--- src/rtl/raiz_pkg.sv ---
// raiz_pkg: shared definitions for the parametrised square-root peripheral.
//   - Bus register byte offsets (5-bit address space).
//   - Control and status bit positions.
//   - Core FSM state encoding.
package raiz_pkg;

    localparam logic [4:0] DIR_OPERANDO = 5'h04;  // W: operand shadow
    localparam logic [4:0] DIR_CONTROL  = 5'h0C;  // W: bit0 start, bit1 clear done/error
    localparam logic [4:0] DIR_RAIZ     = 5'h10;  // R: root
    localparam logic [4:0] DIR_ESTADO   = 5'h14;  // R: status
    localparam logic [4:0] DIR_RESTO    = 5'h18;  // R: remainder (optional)

    localparam int unsigned BIT_INICIO  = 0;
    localparam int unsigned BIT_LIMPIAR = 1;

    localparam int unsigned BIT_TERMINADO = 0;
    localparam int unsigned BIT_OCUPADO   = 1;
    localparam int unsigned BIT_ERROR     = 2;

    typedef enum logic {
        INACTIVO,
        CALCULO
    } estado_t;

endpackage

--- src/rtl/nucleo_raiz_n.sv ---
// nucleo_raiz_n: non-restoring digit-recurrence integer square root,
// one root bit per clock, ANCHO/2 iterations.
// Ports:
//   reloj, reiniciar  clock, synchronous active-high reset
//   inicio            load operando and begin (ignored while busy)
//   operando          ANCHO-bit radicand
//   raiz, resto       result; valid only while terminado is high
//   ocupado           high for the whole computation
//   terminado         one-cycle pulse on the final iteration
module nucleo_raiz_n
    import raiz_pkg::*;
#(
    parameter int unsigned ANCHO = 16
) (
    input  logic               reloj,
    input  logic               reiniciar,
    input  logic               inicio,
    input  logic [ANCHO-1:0]   operando,
    output logic [ANCHO/2-1:0] raiz,
    output logic [ANCHO/2:0]   resto,
    output logic               ocupado,
    output logic               terminado
);

    localparam int unsigned RW   = ANCHO / 2;
    localparam int unsigned ITER = RW;
    // Signed partial remainder with headroom for the shifted value.
    localparam int unsigned RR   = RW + 3;

    estado_t estado, estado_sig;

    logic [4:0]       cuenta;
    logic [ANCHO-1:0] desplazado;
    logic [RW-1:0]    q;
    logic [RR-1:0]    r;

    logic             ultima;
    logic [RR-1:0]    r_desp;
    logic [RR-1:0]    r_sig;
    logic [RW-1:0]    q_sig;

    assign ultima = (cuenta == 5'(ITER - 1));

    always_ff @(posedge reloj) begin
        if (reiniciar) begin
            estado <= INACTIVO;
        end else begin
            estado <= estado_sig;
        end
    end

    always_comb begin
        estado_sig = estado;
        ocupado    = 1'b0;
        terminado  = 1'b0;
        case (estado)
            INACTIVO: begin
                if (inicio) begin
                    estado_sig = CALCULO;
                end
            end
            CALCULO: begin
                ocupado = 1'b1;
                if (ultima) begin
                    terminado  = 1'b1;
                    estado_sig = INACTIVO;
                end
            end
            default: estado_sig = INACTIVO;
        endcase
    end

    // One recurrence step: bring down two radicand bits, then add or
    // subtract the trial term depending on the sign of the remainder.
    always_comb begin
        r_desp = (r << 2) | RR'(desplazado[ANCHO-1 -: 2]);
        if (r[RR-1]) begin
            r_sig = r_desp + RR'({q, 2'b11});
        end else begin
            r_sig = r_desp - RR'({q, 2'b01});
        end
        q_sig = RW'({q, ~r_sig[RR-1]});
        raiz  = q_sig;
        // A negative final remainder gets one restoring correction.
        if (r_sig[RR-1]) begin
            resto = r_sig[RW:0] + {q_sig, 1'b1};
        end else begin
            resto = r_sig[RW:0];
        end
    end

    always_ff @(posedge reloj) begin
        if (reiniciar) begin
            cuenta     <= '0;
            desplazado <= '0;
            q          <= '0;
            r          <= '0;
        end else if (estado == INACTIVO && inicio) begin
            cuenta     <= '0;
            desplazado <= operando;
            q          <= '0;
            r          <= '0;
        end else if (estado == CALCULO) begin
            cuenta     <= cuenta + 5'd1;
            desplazado <= desplazado << 2;
            q          <= q_sig;
            r          <= r_sig;
        end
    end

endmodule

--- src/rtl/periferico_raiz_n.sv ---
// periferico_raiz_n: memory-mapped integer square-root peripheral.
// Ports:
//   reloj, reiniciar   clock, synchronous active-high reset
//   entrada_datos      ANCHO-bit write data
//   habilitar          chip select qualifying leer/escribir
//   direccion          5-bit register byte offset
//   leer, escribir     read/write strobes (write wins if both)
//   salida_datos       registered, zero-extended read data
//   interrupcion       level, mirrors the done flag
// Build option: define RAIZ_RESTO_EN to add the remainder register at 0x18;
// otherwise that address reads 0.
module periferico_raiz_n
    import raiz_pkg::*;
#(
    parameter int unsigned ANCHO = 16
) (
    input  logic             reloj,
    input  logic             reiniciar,
    input  logic [ANCHO-1:0] entrada_datos,
    input  logic             habilitar,
    input  logic [4:0]       direccion,
    input  logic             leer,
    input  logic             escribir,
    output logic [31:0]      salida_datos,
    output logic             interrupcion
);

    logic               escritura;
    logic               lectura;
    logic               escritura_control;
    logic               pide_inicio;
    logic               pide_limpiar;
    logic               inicio_nucleo;

    logic [ANCHO-1:0]   operando;
    logic [ANCHO/2-1:0] raiz_reg;
    logic               terminado_reg;
    logic               error_reg;

    logic [ANCHO/2-1:0] raiz_nucleo;
    logic               ocupado;
    logic               fin;
    logic [31:0]        dato_leido;

`ifdef RAIZ_RESTO_EN
    logic [ANCHO/2:0]   resto_nucleo;
    logic [ANCHO/2:0]   resto_reg;
`else
    logic [ANCHO/2:0]   resto_unused;
`endif

    assign escritura         = habilitar & escribir;
    assign lectura           = habilitar & leer & ~escribir;
    assign escritura_control = escritura && (direccion == DIR_CONTROL);
    assign pide_inicio       = escritura_control && entrada_datos[BIT_INICIO];
    assign pide_limpiar      = escritura_control && entrada_datos[BIT_LIMPIAR];
    assign inicio_nucleo     = pide_inicio && !ocupado;
    assign interrupcion      = terminado_reg;

    nucleo_raiz_n #(
        .ANCHO(ANCHO)
    ) instancia_raiz (
        .reloj     (reloj),
        .reiniciar (reiniciar),
        .inicio    (inicio_nucleo),
        .operando  (operando),
        .raiz      (raiz_nucleo),
`ifdef RAIZ_RESTO_EN
        .resto     (resto_nucleo),
`else
        .resto     (resto_unused),
`endif
        .ocupado   (ocupado),
        .terminado (fin)
    );

    // Assignment order sets priority: clear, then start, then completion.
    always_ff @(posedge reloj) begin
        if (reiniciar) begin
            operando      <= '0;
            raiz_reg      <= '0;
            terminado_reg <= 1'b0;
            error_reg     <= 1'b0;
        end else begin
            if (escritura && direccion == DIR_OPERANDO) begin
                operando <= entrada_datos;
            end
            if (pide_limpiar) begin
                terminado_reg <= 1'b0;
                error_reg     <= 1'b0;
            end
            if (pide_inicio) begin
                if (ocupado) begin
                    error_reg <= 1'b1;
                end else begin
                    terminado_reg <= 1'b0;
                end
            end
            if (fin) begin
                terminado_reg <= 1'b1;
                raiz_reg      <= raiz_nucleo;
            end
        end
    end

`ifdef RAIZ_RESTO_EN
    always_ff @(posedge reloj) begin
        if (reiniciar) begin
            resto_reg <= '0;
        end else if (fin) begin
            resto_reg <= resto_nucleo;
        end
    end
`endif

    always_comb begin
        dato_leido = '0;
        case (direccion)
            DIR_RAIZ: dato_leido = 32'(raiz_reg);
            DIR_ESTADO: begin
                dato_leido[BIT_TERMINADO] = terminado_reg;
                dato_leido[BIT_OCUPADO]   = ocupado;
                dato_leido[BIT_ERROR]     = error_reg;
            end
`ifdef RAIZ_RESTO_EN
            DIR_RESTO: dato_leido = 32'(resto_reg);
`endif
            default: dato_leido = '0;
        endcase
    end

    always_ff @(posedge reloj) begin
        if (reiniciar) begin
            salida_datos <= '0;
        end else if (lectura) begin
            salida_datos <= dato_leido;
        end
    end

endmodule
--- config.mk ---
export PLATFORM = sky130hd
export DESIGN_NAME = periferico_raiz_n
export DESIGN_NICKNAME = d
export VERILOG_FILES = /design/src/rtl/raiz_pkg.sv /design/src/rtl/nucleo_raiz_n.sv /design/src/rtl/periferico_raiz_n.sv
export SDC_FILE = /design/constraint.sdc
export NUM_CORES = 1
export LEC_CHECK = 0
export BUFFER_PORTS_ARGS = -buffer_cell sky130_fd_sc_hd__buf_2
export CORE_MARGIN = 1
export CORE_UTILIZATION = 34
export CTS_BUF_LIST = sky130_fd_sc_hd__clkbuf_4 sky130_fd_sc_hd__clkbuf_8
export CTS_CLUSTER_SIZE = 16
export DETAILED_ROUTE_END_ITERATION = 10
export GPL_ROUTABILITY_DRIVEN = 1
export GPL_TIMING_DRIVEN = 0
export SLEW_MARGIN = 15
export SYNTH_ARGS = -nofsm -noshare
export SYNTH_HDL_FRONTEND = slang
export SYNTH_SLANG_ARGS = --single-unit
--- constraint.sdc ---
create_clock -name reloj -period 2.85 [get_ports reloj]
set_clock_uncertainty 0.15 [all_clocks]
set_input_delay 0.1425 -clock reloj [delete_from_list [all_inputs] [get_ports reloj]]
set_output_delay 0.1425 -clock reloj [all_outputs]
set_load 0.02 [all_outputs]
==> Yosys cells after proc, flatten, opt, wreduce, memory -nomap -nowiden <==
Index checks and enable logic that the tools add are counted.
{ "op_classes": {"n_eq_ne": 5, "bitwise_logic": 7, "n_reduce_logical": 9, "addsub": 3, "mux": 18} }
{ "op_table": {"columns": ["op", "n"], "rows": [
  ["$mux 16", 2],
  ["$mux 1", 12],
  ["$add 11x10->11", 1],
  ["$mux 11", 1],
  ["$or 11x2->11", 1],
  ["$sub 11x10->11", 1],
  ["$eq 5x3->1 const B", 2],
  ["$eq 5x5->1 const B", 2],
  ["$logic_and 1x1->1", 6],
  ["$pmux 3 s2", 1],
  ["$add 5x1->5 const B", 1],
  ["$eq 5x4->1 const B", 1],
  ["$mux 5", 1],
  ["$and 1x1->1", 3],
  ["$not 1->1", 3],
  ["$pmux 1 s2", 1],
  ["$reduce_bool 2->1", 1],
  ["$reduce_or 2->1", 1],
  ["$logic_not 1->1", 1]
]} }
{ "word_totals": {"ff_bits": 99, "input_bits": 26, "wordCells": 52, "output_inout_bits": 33} }

==> Logic depth before layout (Yosys ltp) <==
Gate-level depths: netlist (run 1).
{ "depth": {"depth_word": 7, "mapped_depth": 9, "mapped_depth_nobuf": 8} }

==> By module <==
A second synthesis (run 1) with hierarchy kept.
{ "unflattened": {"hier_cells": 484, "area_unflattened_um2": 4315.4} }
{ "by_module_without_submodules": {"columns": ["module", "area_per_inst_um2", "seq_area_each_um2", "n_inst", "cells_per_inst"], "rows": [
  ["nucleo_raiz_n", 2595.0, 800.8, 1, 307],
  ["periferico_raiz_n", 1720.4, 680.7, 1, 177]
]} }

==> Worst setup path after synthesis (run 1) <==
OpenSTA, ideal clock, no wires.
{ "synth_path": {"kind": "register to register", "startpoint": "reg instancia_raiz.r[10]", "endpoint": "reg instancia_raiz.r[10]", "path_buffers": 1, "path_stages_with_launch": 10, "arrival_time_ns": 2.096, "path_slack_ns": 0.543, "setup_ns": 0.061, "period_less_slack_ns": 2.307, "t_required_ns": 2.639, "path_cell_list": "dfxtp_1 buf_2 xnor2_1 ha_1 nor3_1 or3_1 a22o_1 o31ai_1 xnor2_1 nor2b_4"} }
{ "synth_between": {"elab_chain_len": 1} }
{ "synth_rtl": {"columns": ["element", "line", "text"], "rows": [
  ["from (decl)", "nucleo_raiz_n.sv:35", "logic [RR-1:0] r;"],
  ["from (signal assigned)", "nucleo_raiz_n.sv:107", "r <= r_sig;"],
  ["$mux 11", "nucleo_raiz_n.sv:77", "if (r[RR-1]) begin"]
]} }
No other way between the ends.
A chain may end at the register's enable or synchronous reset.

==> Final worst setup path (run 1) <==
Same ends and word-level chain as after synthesis.

==> impl_metrics.py, run 1 <==
metrics = {
    "drt": {
        "viasPerCell": 4.566,
        "drtAntennaViolNets": 0,
        "dr.pass1.iters": 5,
        "vias": 2785,
        "routed_wl_mm": 7.401,
        "wl_per_cell_um": 12.13,
        "drtIter0Drc": 90,
        "drcViolationCount": 0,
    },
    "clocking": {
        "cts-root-buf": "clkbuf_8",
        "clock-sinks": 74,
        "clk_pin_slew_ns": 0.07,
        "postCtsSetupRepairBufs": 0,
        "clock_path_buffers": 2,
        "cts_buffers": 9,
        "hold_buffers": 16,
        "cts_resized": 0,
        "clk_latency_ns": 0.34,
        "cts_max_level": 3,
        "cts_tree": "built",
    },
    "timing": {
        "worst_slew_pin_slew_ns": 0.7856,
        "timing.final.ws_setup_ns": 0.2817,
        "drv_slew": 0,
        "hold_violations": 0,
        "finalCriticalPeriod_ns": 2.568,
        "setup_viol": 0,
        "period_share_pct": 90.12,
        "max-slew-margin-rel_pct": 47.19,
        "rsz0062_at_grt": "no",
        "hold_slack_ns": 0.05170,
        "setup_tns_ns": 0,
        "fmax_ghz": 0.3894,
    },
    "global_routing": {
        "antenna_found_initial": 0,
        "grt_pass1_wl_mm": 12.68,
        "overflow": 0,
        "grt_pass1_vias": 2777,
        "grt_max_degree": 12,
        "grt_util_all_layers_pct": 14.33,
    },
    "floorplanning": {
        "die_h_um": 103.9,
        "core_mm2": 0.009910,
        "fp-row-count": 36,
        "fp.dieW_um": 103.9,
        "io_pins": 59,
        "dieArea_mm2": 0.01080,
        "initial_core_util_pct": 35.66,
    },
    "synthesis": {
        "synth_area_leaders": "dfxtp_1 42%, mux2i_1 8.2%, nand2_1 5.8%",
        "ys_top_cells_by_count": "74 x dfxtp_1, 55 x nand2_1, 47 x nor2_1, 29 x a21oi_1, 29 x mux2i_1",
        "mappedNetlistArea_mm2": 0.003533,
        "yosys.area.top_type": "dfxtp_1",
        "synthDistinctLibCells": 48,
        "synth.most_common_cell": "dfxtp_1",
        "yosysWarnings": 0,
        "syn_inst": 391,
        "synth_top_area_share_pct": 41.93,
        "synth_ff_type": "dfxtp_1",
        "synthArstFlopShare_pct": 0,
        "ys_ff_latch": 74,
        "seq_area_frac_synth_pct": 41.93,
        "avgSynthCellArea_um2": 9.037,
        "synth_edf_count": 0,
    },
    "critical_path": {
        "startpoint_type": "register",
        "critPathKind": "register to register",
        "cp-end-kind": "register",
        "required_ns": 2.98,
        "critical_path.slowest_cell": "ha_1",
        "cp.arrival_ns": 2.70,
        "crit_path_frequent_cell": "xnor2_1",
        "critical_path.cell_chain": "buf_2 -> xnor2_1 -> ha_1 -> nor3_1 -> or3_1 -> a22o_1 -> o31ai_1 -> xnor2_1 -> nor2b_4",
        "slowest_delay_ns": 0.38,
        "worstPathMaxFanout": 10,
    },
    "outcome": {
        "status": "finished, final reports clean",
    },
    "placed_design": {
        "port_buffers": 33,
        "dp_cells": 580,
        "pre_cts_ws_ns": 0.2898,
        "gp_congestion": 0.7826,
        "hpwlAfterDp_mm": 5.426,
    },
    "cells_and_area": {
        "drive_above_1_share_pct": 20.96,
        "fillers": 999,
        "area_growth_pct": 20.96,
        "final_cells": 610,
        "multi_input_area_mm2": 0.001849,
        "regArea_mm2": 0.001481,
        "fin_nets": 510,
        "largestRegisters": "instancia_raiz.desplazado (16), operando (16), instancia_raiz.r (10)",
        "diodes": 0,
    },
    "flow_run": {
        "cap_violations": 0,
    },
    "pwr": {
        "p_leak_uw": 0.001667,
        "power_density_mw_per_mm2": 438.8,
        "report.power.total_uw": 1875,
        "ir_drop_uv": 261.6,
    },
    "min_path": {
        "worstHoldPathType": "primary input to register",
    },
}
[routing by layer]
metal | GRT usage (%) | wire length (µm) | share of wire (%)
met1 | 17.39 | 3465 | 47
met2 | 25.10 | 3620 | 49
met3 | 3.697 | 277 | 3.7
met4 | 3.571 | 38 | 0.51
met5 | 0 | 0 | 0
[final timing paths]
kind                                                         from                                    endpoint  slack [ns]  cells past startpoint
worst max-delay path            instancia_raiz.r[10]$_SDFFE_PP0P_           instancia_raiz.r[10]$_SDFFE_PP0P_        0.28                      9
worst min-delay path                                    reiniciar  instancia_raiz.desplazado[15]$_SDFFE_PP0P_        0.05                      2
worst max register to register  instancia_raiz.r[10]$_SDFFE_PP0P_           instancia_raiz.r[10]$_SDFFE_PP0P_        0.28                      9
worst min register to register           raiz_reg[7]$_SDFFE_PP0P_                    raiz_reg[7]$_SDFFE_PP0P_        0.30                      2
[cell usage in the layout, fill, tap and decap left out, types with 16 or more instances in the layout]
master / instances
nor2_1: 47
xnor2_1: 17
mux2i_1: 29
buf_2: 39
a21oi_1: 29
buf_4: 24
conb_1: 24
dlygate4sd3_1: 16
dfxtp_1: 74
nand2_1: 55
[cells by family after synthesis]
group           count (synthesis)  synth area share [%]
compound gates                 57                 9.879
buf+inv                        46                 8.180
xor+xnor                       21                 5.205
flops                          74                 41.93
mux                            44                 13.00
fa+ha+maj                      10                 3.541
simple gates                  138                 18.17
other cells                     1                0.1061
[worst max-delay path: cells and delay by family, from the launching register on]
| family | cells | cell delay, ns |
|---|---|---|
| adder cells (fa/ha/maj) | 1 | 0.38 |
| XOR/XNOR | 2 | 0.29 |
| flip-flops | 1 | 0.31 |
| buffers and inverters | 1 | 0.27 |
| AO/OA/AOI/OAI | 2 | 0.54 |
| AND/OR/NAND/NOR | 3 | 0.57 |
[report_power, final]
part | internal, µW | leakage, µW | switching, µW | total, µW
Combinational | 63.1 | 0.000986 | 77.5 | 141
Clock | 337 | 0.0000845 | 362 | 699
Sequential | 1030 | 0.000596 | 1.01 | 1040
[metrics by stage]
stage / instance area (µm²) / utilization [%]
floorplan: 3620 / -
global placement: 3951 / 39.87
detailed placement: 3951 / 39.87
CTS: 4274 / 43.13
global route: 4274 / 43.13
finish: 4274 / 43.13
[area by class of cell]
class	count	share of cell area [%]
multi-input combinational	294	43.27
sequential	74	34.66
timing repair buffer	49	7.611
buffer	44	6.587
tap	133	3.893
clock buffer	11	3.396
clock inverter	3	0.4098
inverter	2	0.1756
Note: power is estimated with default switching activity, not from simulation.
==> run 2: changes to the inputs <==
--- a/config.mk
+++ b/config.mk
@@ -12,7 +12,6 @@
 export CTS_CLUSTER_SIZE = 16
 export DETAILED_ROUTE_END_ITERATION = 10
 export GPL_ROUTABILITY_DRIVEN = 1
-export GPL_TIMING_DRIVEN = 0
 export SLEW_MARGIN = 15
 export SYNTH_ARGS = -nofsm -noshare
 export SYNTH_HDL_FRONTEND = slang
==> run 2 against run 1 <==
  * Sequential power about the same
  * Hold slack better by 0.029 ns
  * Design area down 3.3%
  * Largest power group unchanged
==> impl_metrics.py, run 2 (same netlist as run 1, synthesis figures left out) <==
metrics = {
    "outcome": {
        "status": "finished, final reports clean",
    },
    "placed_design": {
        "pre_cts_ws_ns": 0.2993,
        "gp_congestion": 0.8186,
        "port_buffers": 34,
        "hpwlAfterDp_mm": 4.641,
        "postPlaceCellArea_mm2": 0.003736,
        "dp_cells": 545,
    },
    "floorplanning": {
        "die_h_um": 103.9,
        "dieArea_mm2": 0.01080,
        "io_pins": 59,
        "fp-row-count": 36,
        "initial_core_util_pct": 35.66,
        "core_mm2": 0.009910,
        "fp.dieW_um": 103.9,
    },
    "timing": {
        "worst_slew_pin_slew_ns": 0.6436,
        "max-slew-margin-rel_pct": 56.70,
        "period_share_pct": 89.88,
        "drv_slew": 0,
        "fmax_ghz": 0.3904,
        "hold_slack_ns": 0.08079,
        "rsz0062_at_grt": "no",
        "finalCriticalPeriod_ns": 2.562,
        "setup_tns_ns": 0,
        "setup_viol": 0,
        "timing.final.ws_setup_ns": 0.2883,
        "hold_violations": 0,
    },
    "critical_path": {
        "critical_path.top_delay_family": "compound AO/OA/AOI/OAI gates",
        "timing.critical_path.buf_inv": 1,
        "cp.arrival_ns": 2.62,
        "r2r_slack_ns": 0.29,
        "critPathKind": "register to register",
        "cp-end-kind": "register",
        "critical_path.slowest_cell": "dfxtp_1",
        "startpoint_type": "register",
        "rr_endpoint": "raiz_reg[0]$_SDFFE_PP0P_",
        "slowest_delay_ns": 0.54,
        "rr_worst_depth": 9,
        "crit_path_frequent_cell": "xnor2_1",
        "critical_path.cell_chain": "buf_4 -> xnor2_1 -> ha_1 -> o211ai_1 -> a21o_1 -> a211oi_1 -> nor3_2 -> xnor2_1 -> a211oi_2",
        "worstPathMaxFanout": 7,
        "reg2reg_from": "instancia_raiz.r[10]$_SDFFE_PP0P_",
        "required_ns": 2.91,
    },
    "global_routing": {
        "overflow": 0,
        "grt_pass1_wl_mm": 12.06,
        "grt_util_all_layers_pct": 13.65,
        "grt_pass1_vias": 2566,
        "antenna_found_initial": 0,
        "grt_max_degree": 55,
    },
    "cells_and_area": {
        "diodes": 0,
        "largestRegisters": "instancia_raiz.desplazado (16), operando (16), instancia_raiz.r (10)",
        "final_cells": 577,
        "drive_above_1_share_pct": 18.02,
        "design_area_mm2": 0.004134,
        "area_growth_pct": 17.00,
        "final_cell_mix": "73 x dfxtp_1, 55 x nand2_1, 47 x nor2_1",
        "fin_nets": 475,
        "final_common_cell": "dfxtp_1",
    },
    "pwr": {
        "p_leak_uw": 0.001559,
        "combPwrFrac_pct": 5.3,
        "switching_power_uw": 453.7,
        "internal_power_uw": 1639,
        "p_clk_share_pct": 45.2,
        "p_seq_share_pct": 49.5,
        "power_density_mw_per_mm2": 506.2,
        "ir_drop_uv": 248.3,
        "swShare_pct": 21.68,
    },
    "drt": {
        "dr.pass1.iters": 4,
        "wl_per_cell_um": 12.01,
        "viasPerCell": 4.594,
        "routed_wl_mm": 6.927,
        "vias": 2651,
        "drtAntennaViolNets": 0,
        "drcViolationCount": 0,
        "drtIter0Drc": 86,
    },
    "clocking": {
        "postCtsSetupRepairBufs": 0,
        "clock_path_buffers": 2,
        "cts_buffers": 9,
        "cts_max_level": 3,
        "clk_pin_slew_ns": 0.08,
        "clock-sinks": 74,
        "cts_resized": 0,
        "cts-root-buf": "clkbuf_8",
        "cts_tree": "built",
        "clk_latency_ns": 0.34,
    },
    "min_path": {
        "worstHoldPathType": "primary input to register",
        "min_to": "error_reg$_SDFF_PP0_",
        "worstHoldStart": "direccion[3]",
        "whs_path_depth": 4,
    },
    "flow_run": {
        "cap_violations": 0,
    },
}
-- run 2: repair_timing --
action	in CTS	in global routing
endpoints found under the hold margin	16	0
hold buffers	16	0
endpoints found under the setup margin	0	0
-- run 2: area by class of cell --
type | instances | area [µm²]
Clock buffer | 12 | 165.2
Inverter | 2 | 7.507
Sequential cell | 74 | 1483
Clock inverter | 4 | 72.57
Tap cell | 133 | 166.4
Fill cell | 986 | 5776
Multi-Input combinational cell | 294 | 1849
Timing Repair Buffer | 58 | 390.4
-- run 2: worst max-delay path by stage --
stage / from / end / slack (ns) / cells after the start
after floorplan: instancia_raiz.r[10]$_SDFFE_PP0P_ / instancia_raiz.r[10]$_SDFFE_PP0P_ / 0.54 / 9
after global placement: instancia_raiz.r[10]$_SDFFE_PP0P_ / raiz_reg[0]$_SDFFE_PP0P_ / 0.43 / 9
after CTS: instancia_raiz.r[10]$_SDFFE_PP0P_ / raiz_reg[0]$_SDFFE_PP0P_ / 0.28 / 9
after detailed placement: instancia_raiz.r[10]$_SDFFE_PP0P_ / raiz_reg[0]$_SDFFE_PP0P_ / 0.30 / 9
after global routing: instancia_raiz.r[10]$_SDFFE_PP0P_ / raiz_reg[0]$_SDFFE_PP0P_ / 0.03 / 9
final: instancia_raiz.r[10]$_SDFFE_PP0P_ / raiz_reg[0]$_SDFFE_PP0P_ / 0.29 / 9
-- run 2: power groups by stage --
stage	combinational, µW	sequential [µW]	clock (µW)
final	111	1040	945
after global routing	121	1040	1020
after CTS	110	1040	965
after detailed placement	93.7	1060	0
after global placement	92.4	1060	0
after floorplan	89.2	1060	0
-- run 2: tightest hold or removal path: cells and delay by family --
kind | cells | cell delay, ns
compound gates | 1 | 0.07
buf+inv | 1 | 0.13
simple gates | 2 | 0.19
-- run 2: stage by stage --
step,total power (µW),util [%]
final,2093,41.72
after global routing,2176,41.72
after CTS,2112,41.72
after detailed placement,1154,37.70
after global placement,1153,37.70
after floorplan,1149,-
-- run 2: metal layers --
metal | track usage (%) | wire [µm] | up-vias
li1 | - | - | 1379
met1 | 17.34 | 3375 | 1219
met2 | 22.81 | 3245 | 44
met3 | 3.195 | 226 | 9
met4 | 4.286 | 79 | 0
met5 | 0 | 0 | -
